## config.mk

```make
export PLATFORM = sky130hd
export DESIGN_NAME = mux_arbiter
export DESIGN_NICKNAME = d
export VERILOG_FILES = /design/src/rtl/mux_arbiter.sv
export SDC_FILE = /design/constraint.sdc
export NUM_CORES = 1
export LEC_CHECK = 0
export CAP_MARGIN = 40
export CORE_UTILIZATION = 32
export CTS_BUF_LIST = sky130_fd_sc_hd__clkbuf_2 sky130_fd_sc_hd__clkbuf_4 sky130_fd_sc_hd__clkbuf_8
export DETAILED_ROUTE_END_ITERATION = 6
export PLACE_DENSITY_LB_ADDON = 0.08
export REMOVE_ABC_BUFFERS = 1
export SETUP_SLACK_MARGIN = 0.3
export SYNTH_ARGS = -nofsm -noshare
export SYNTH_HDL_FRONTEND = slang
export SYNTH_SLANG_ARGS = --single-unit
```

## constraint.sdc

```tcl
create_clock -name clk -period 2.2 [get_ports clk]
set_input_delay 0.33 -clock clk [delete_from_list [all_inputs] [get_ports clk]]
set_output_delay 0.33 -clock clk [all_outputs]
set_load 0.005 [all_outputs]
```

## src/rtl/mux_arbiter.sv

```systemverilog
// mux_arbiter: two-way round-robin arbiter in front of a one-entry output
// register. The slot refills in the same cycle it drains, so back-to-back
// traffic sees no bubbles. A per-requester grant counter tracks the grants
// issued to each input.
module mux_arbiter #(
  parameter int unsigned WIDTH = 32,
  parameter int unsigned CNT_W = 16
) (
  input  logic             clk,
  input  logic             rst,
  input  logic             in1_valid,
  input  logic [WIDTH-1:0] in1_data,
  output logic             in1_ready,
  input  logic             in2_valid,
  input  logic [WIDTH-1:0] in2_data,
  output logic             in2_ready,
  output logic             sel,
  output logic             out_valid,
  output logic [WIDTH-1:0] out_data,
  output logic             out_src,
  input  logic             out_ready,
  output logic [CNT_W-1:0] cnt1,
  output logic [CNT_W-1:0] cnt2
);

  localparam logic [0:0] EMPTY = 1'b0;
  localparam logic [0:0] FULL  = 1'b1;

  logic [0:0]       state;
  logic             prio;
  logic             sel_q;
  logic             can_load;
  logic             grant;
  logic             win;
  logic [WIDTH-1:0] mux_data;

  // Arbitration. The readies are built from valids and state only, never
  // from the data buses, so a requester's ready has no path from its data.
  always_comb begin
    can_load  = (state == EMPTY) || out_ready;
    win       = in2_valid && (!in1_valid || prio);
    grant     = !rst && can_load && (in1_valid || in2_valid);
    sel       = grant ? win : sel_q;
    in1_ready = grant && !win;
    in2_ready = grant && win;
    mux_data  = win ? in2_data : in1_data;
  end

  assign out_valid = (state == FULL);

  // Slot, priority pointer and grant counters. A load takes precedence over
  // the drain-to-EMPTY path, which is how drain and refill share a cycle.
  always_ff @(posedge clk) begin
    if (rst) begin
      state    <= EMPTY;
      prio     <= 1'b0;
      sel_q    <= 1'b0;
      out_data <= '0;
      out_src  <= 1'b0;
      cnt1     <= '0;
      cnt2     <= '0;
    end else if (grant) begin
      state    <= FULL;
      prio     <= !win;
      sel_q    <= win;
      out_data <= mux_data;
      out_src  <= win;
      if (win) cnt2 <= cnt2 + 1'b1;
      else     cnt1 <= cnt1 + 1'b1;
    end else if ((state == FULL) && out_ready) begin
      state <= EMPTY;
    end
  end

endmodule

```

Yosys cells after proc, flatten, opt, wreduce, memory -nomap -nowiden. Index checks and enable logic that the tools add are counted.

Mux-type cells: 4. Reduce and logical (&&, ||, !) cells: 15. Bitwise gates (word level): 2. Equal/unequal tests: 0. Shift operators: 0. Order comparisons: 0. Multiply operators: 0. $add $sub $neg: 2. Div/mod/pow operators: 0.

Operators with widths (number): 16-bit by 1-bit adder with 16-bit output (second input constant) (2); 32-bit 2-to-1 mux (1); 1-bit logical AND (6); 2-bit AND reduction (2); 1-bit zero test (3); 1-bit logical OR (3); 1-bit 2-to-1 mux (3); 1-bit NOT (2); 2-bit nonzero test (1).

Register bits: 68. Bits in latches: 0. Memory bits (read-only): 0. Logic and storage cells: 30. Output and inout port bits: 69. Memories kept: 0. Input port bits: 69. Memory bits (writable): 0.

Longest topological paths before layout.
Depth after elaboration: 5. Gate-level depth with buffers: 8.

Least setup slack after synthesis. Ideal clock, no wire load.

Path type: input port to flip-flop. Start point: input port out_ready. End point: register cnt2[15]. Slack: 0.530 ns. Setup time: 0.121 ns. Arrival: 1.549 ns. Stages on the path: 6. Path buffers: 2. Path through: nand2b_1 > buf_4 > nand4_2 > buf_2 > nor4_1 > mux2_2.

Cells in the longest elaborated chain, start to end: 4.

Ends and longest elaborated chain: start, declared (RTL line 21) `input logic out_ready,`; 1-bit logical OR (RTL line 40) `can_load = (state == EMPTY) || out_ready;`; 1-bit logical AND (2 in series) (RTL line 42) `grant = !rst && can_load && (in1_valid || in2_valid);`; 2-bit AND reduction (no source line); end signal, assigned (RTL line 68) `if (win) cnt2 <= cnt2 + 1'b1;`; end, declared (RTL line 23) `output logic [CNT_W-1:0] cnt2`.

No other way between the ends. A chain may end at the register's enable or synchronous reset.

Worst setup path in the final report.
Start point: input port in1_valid. End point: output port in2_ready.

Cells in the longest elaborated chain, start to end: 4.

Ends and longest elaborated chain: start, declared (RTL line 11) `input logic in1_valid,`; 1-bit zero test (RTL line 41) `win = in2_valid && (!in1_valid || prio);`; 1-bit logical OR (RTL line 41); 1-bit logical AND (RTL line 41); 1-bit logical AND * (RTL line 45) `in2_ready = grant && win;`; end, declared (RTL line 16) `output logic in2_ready,`.

Mark *: on every way between the ends. The rest lies on a longest branch, timed or not.

==> impl_metrics.toml <==
[global_route]
antenna_found_initial = 0
grt_usage_pct = 19.70
grt_busiest_layer = "met2"
grt_max_degree = 63
gr-total-overflow = 0
use_met3_pct = 10.45
grt_use_met2_pct = 29.88
grt_pass1_vias = 2720
grt_pass1_wl_um = 13840
use_met1_pct = 24.74

[sta]
drv_slew = 0
fin_setup_tns_ns = 0
hold_viol_final = 0
setup_slack_ns = 0.3730
setup_viol = 0
tightest_slew_ns = 0.6764
maxSlewHeadroom_pct = 54.91
finalClockSkew_ns = 0.007418
min_period_ns = 1.827
fmax_mhz = 547.3
fin_crit_sh_pct = 83.05
rsz0062_at_grt = "no"

[cells_and_area]
antenna_cells = 0
nets = 506
final_common_cell = "clkdlybuf4s50_1"
drive_gt1_share_pct = 8.904
regArea_sq_um = 1361
fillers = 799
stdcell_area_sq_um = 4501
final_cell_mix = "133 x clkdlybuf4s50_1, 68 x dfxtp_1, 42 x nor2_1"
multi_input_area_sq_um = 1318
syn_to_final_growth_pct = 61.01

[logic_synthesis]
yosys_warnings = 0
synthCells = 297
postSynthAreaPerCell_sq_um = 9.411
synth_area_sq_um = 2795
synth_top_area_share_pct = 48.70
synth_seq_cells = 68
ys_seq_area_share_pct = 48.70
synth.area.top_cells = "dfxtp_1 49%, a222oi_1 11%, nor2_1 5.6%"
ys_types = 37
yosys.area.top_type = "dfxtp_1"

[clock_network]
clkTransAtPathRegs_ns = 0.07
hold_buffers = 0
htreeDepth = 3
cts.sinks = 68
clk_latency_ns = 0.34
cts_tree = "done"
cts_max_path_buffers = 2
clockRootBuffer = "clkbuf_8"
postCtsSetupBuffers = 0
cts_made_buffers = 9

[detailed_routing]
vias = 2968
drcViolationCount = 2
antenna_left = 0
drt_iter0_drc = 229
dr.pass1.iters = 7
drt_wl_total_um = 8715
vias_per_cell = 5.466
wl_per_cell_um = 16.05

[floorplan]
num_rows = 33
core_area_sq_um = 8341
ios = 138
dieWidth_um = 95.46
initial_core_util_pct = 33.51
dieArea_sq_um = 9113
die_h_um = 95.46

[min_path]
hp-class = "in -> reg"
hp-start = "rst"
hold_end = "cnt2[1]"
hold_depth = 4

[worst_setup_path]
regToRegStartpoint = "cnt1[0]"
cp.required_ns = 1.87
rrSetupSlack_ns = 0.44
reg2regPathDepth = 5
crit_chain = "clkdlybuf4s50_1 -> buf_4 -> nand2b_1 -> nand4_2 -> inv_2 -> dlygate4sd2_1"
cp.arrival_ns = 1.50
critical_path.slowest_cell = "clkdlybuf4s50_1"
critPathKind = "in -> out"
crit_fanout = 4
cpPeakStageDelay_ns = 0.42
critPathTopFamily = "buffers and inverters"
start_kind = "input pin"
worstSetupEndpointType = "output pin"
crit_buf_inv = 4
r2r-end = "cnt1[14]"

[job]
maxCapViolCount = 0

[placed_design]
port_buffers = 137
dp_slack_ns = -0.05406
dpl_cell_area_sq_um = 4308
dpl.hpwl_um = 5909
place.gp.congestion = 0.7463

[power]
ir_worst_vdd_uv = 314.6
p_per_area_nw_per_um2 = 589.5
power_mw = 2.653
leakage_nw = 1.583

[outcome]
status = "finished with violations"
violations = "design-rule violations"
[synthesized netlist by cell type, drive strengths merged]
master and n:
a21oi 21, xnor2 2, a222oi 32, mux2i 1
xor2 4, and2 1, or3 9, o41ai 4
mux2 1, nand2b 2, nor4 1, o311ai 4
clkbuf 13, a31o 1, o21ai 9, a21boi 1
ha 2, nand3 9, or4 11, nor2b 1
and3 3, o211ai 1, dfxtp 68, buf 11
a21o 1, nor2 42, o31ai 11, nand2 11
and4b 1, nand4 10, inv 6, and4 3
[layout make-up]
class                      instances  area share, %
timing repair buffer             151          33.17
sequential                        68          30.25
multi-input combinational        199          29.27
clock buffer                      12          3.670
tap                              105          2.919
inverter                           6         0.5004
clock inverter                     2         0.2224
[flip-flops by register name, indices dropped and copies added, names as in the netlist]
name       count
prio           1
sel_q          1
out_src        1
out_data      32
out_valid      1
cnt1          16
cnt2          16
[repair_timing]
action	in CTS	in global routing
cloned	0	0
pin swaps	0	1
resized for setup	7	3
setup endpoints to repair	3	3
[report_power, final]
part	switching, mW	internal [mW]	leakage, nW
Sequential	0.0292	1.28	0.553
Combinational	0.150	0.255	0.936
Clock	0.457	0.486	0.0941
Total	0.636	2.02	1.58
[worst register-to-register path, cell delays in order, from the launching register on]
cell and delay, ns:
dfxtp_1 0.39, ha_1 0.19, and4b_1 0.27, nand3_2 0.17
or4_1 0.53, a21oi_1 0.15
[cell families (layout without fill, tap and decap cells)]
family | after synthesis | count (layout) | share of synthesized area, %
compound gates | 85 | 85 | 23.41
xor+xnor | 6 | 6 | 1.880
fa+ha+maj | 2 | 2 | 0.8951
buf+inv | 30 | 171 | 4.924
flops | 68 | 68 | 48.70
mux | 2 | 2 | 0.7610
simple gates | 104 | 104 | 19.43
[through the flow]
| step | hold WS (ns) | utilization [%] | cells |
|---|---|---|---|
| after global routing | 0.4810 | 53.96 | 543 |
| after global placement | 0.4618 | 51.65 | 529 |
| after floorplan | 0.3991 | - | 273 |
| final | 0.4513 | 53.96 | 543 |
| after detailed placement | 0.4582 | 51.65 | 529 |
| after CTS | 0.4441 | 53.93 | 543 |
[worst max path at each step]
stage	from	end	slack, ns	cells after the start
final	in1_valid	in2_ready	0.37	6
after global routing	cnt1[0]	cnt1[14]	0.32	5
after CTS	in1_valid	in1_ready	0.10	4
after detailed placement	in1_valid	in1_ready	-0.05	4
after global placement	in1_valid	in1_ready	-0.03	4
after floorplan	in1_valid	sel	-0.00004	2
[layer usage]
metal	wire length, um	part of all wire [%]
met4	103	1.2
met2	4033	46
met1	3709	43
met5	0	0
met3	868	10
Power figures use the tool's default switching activity.
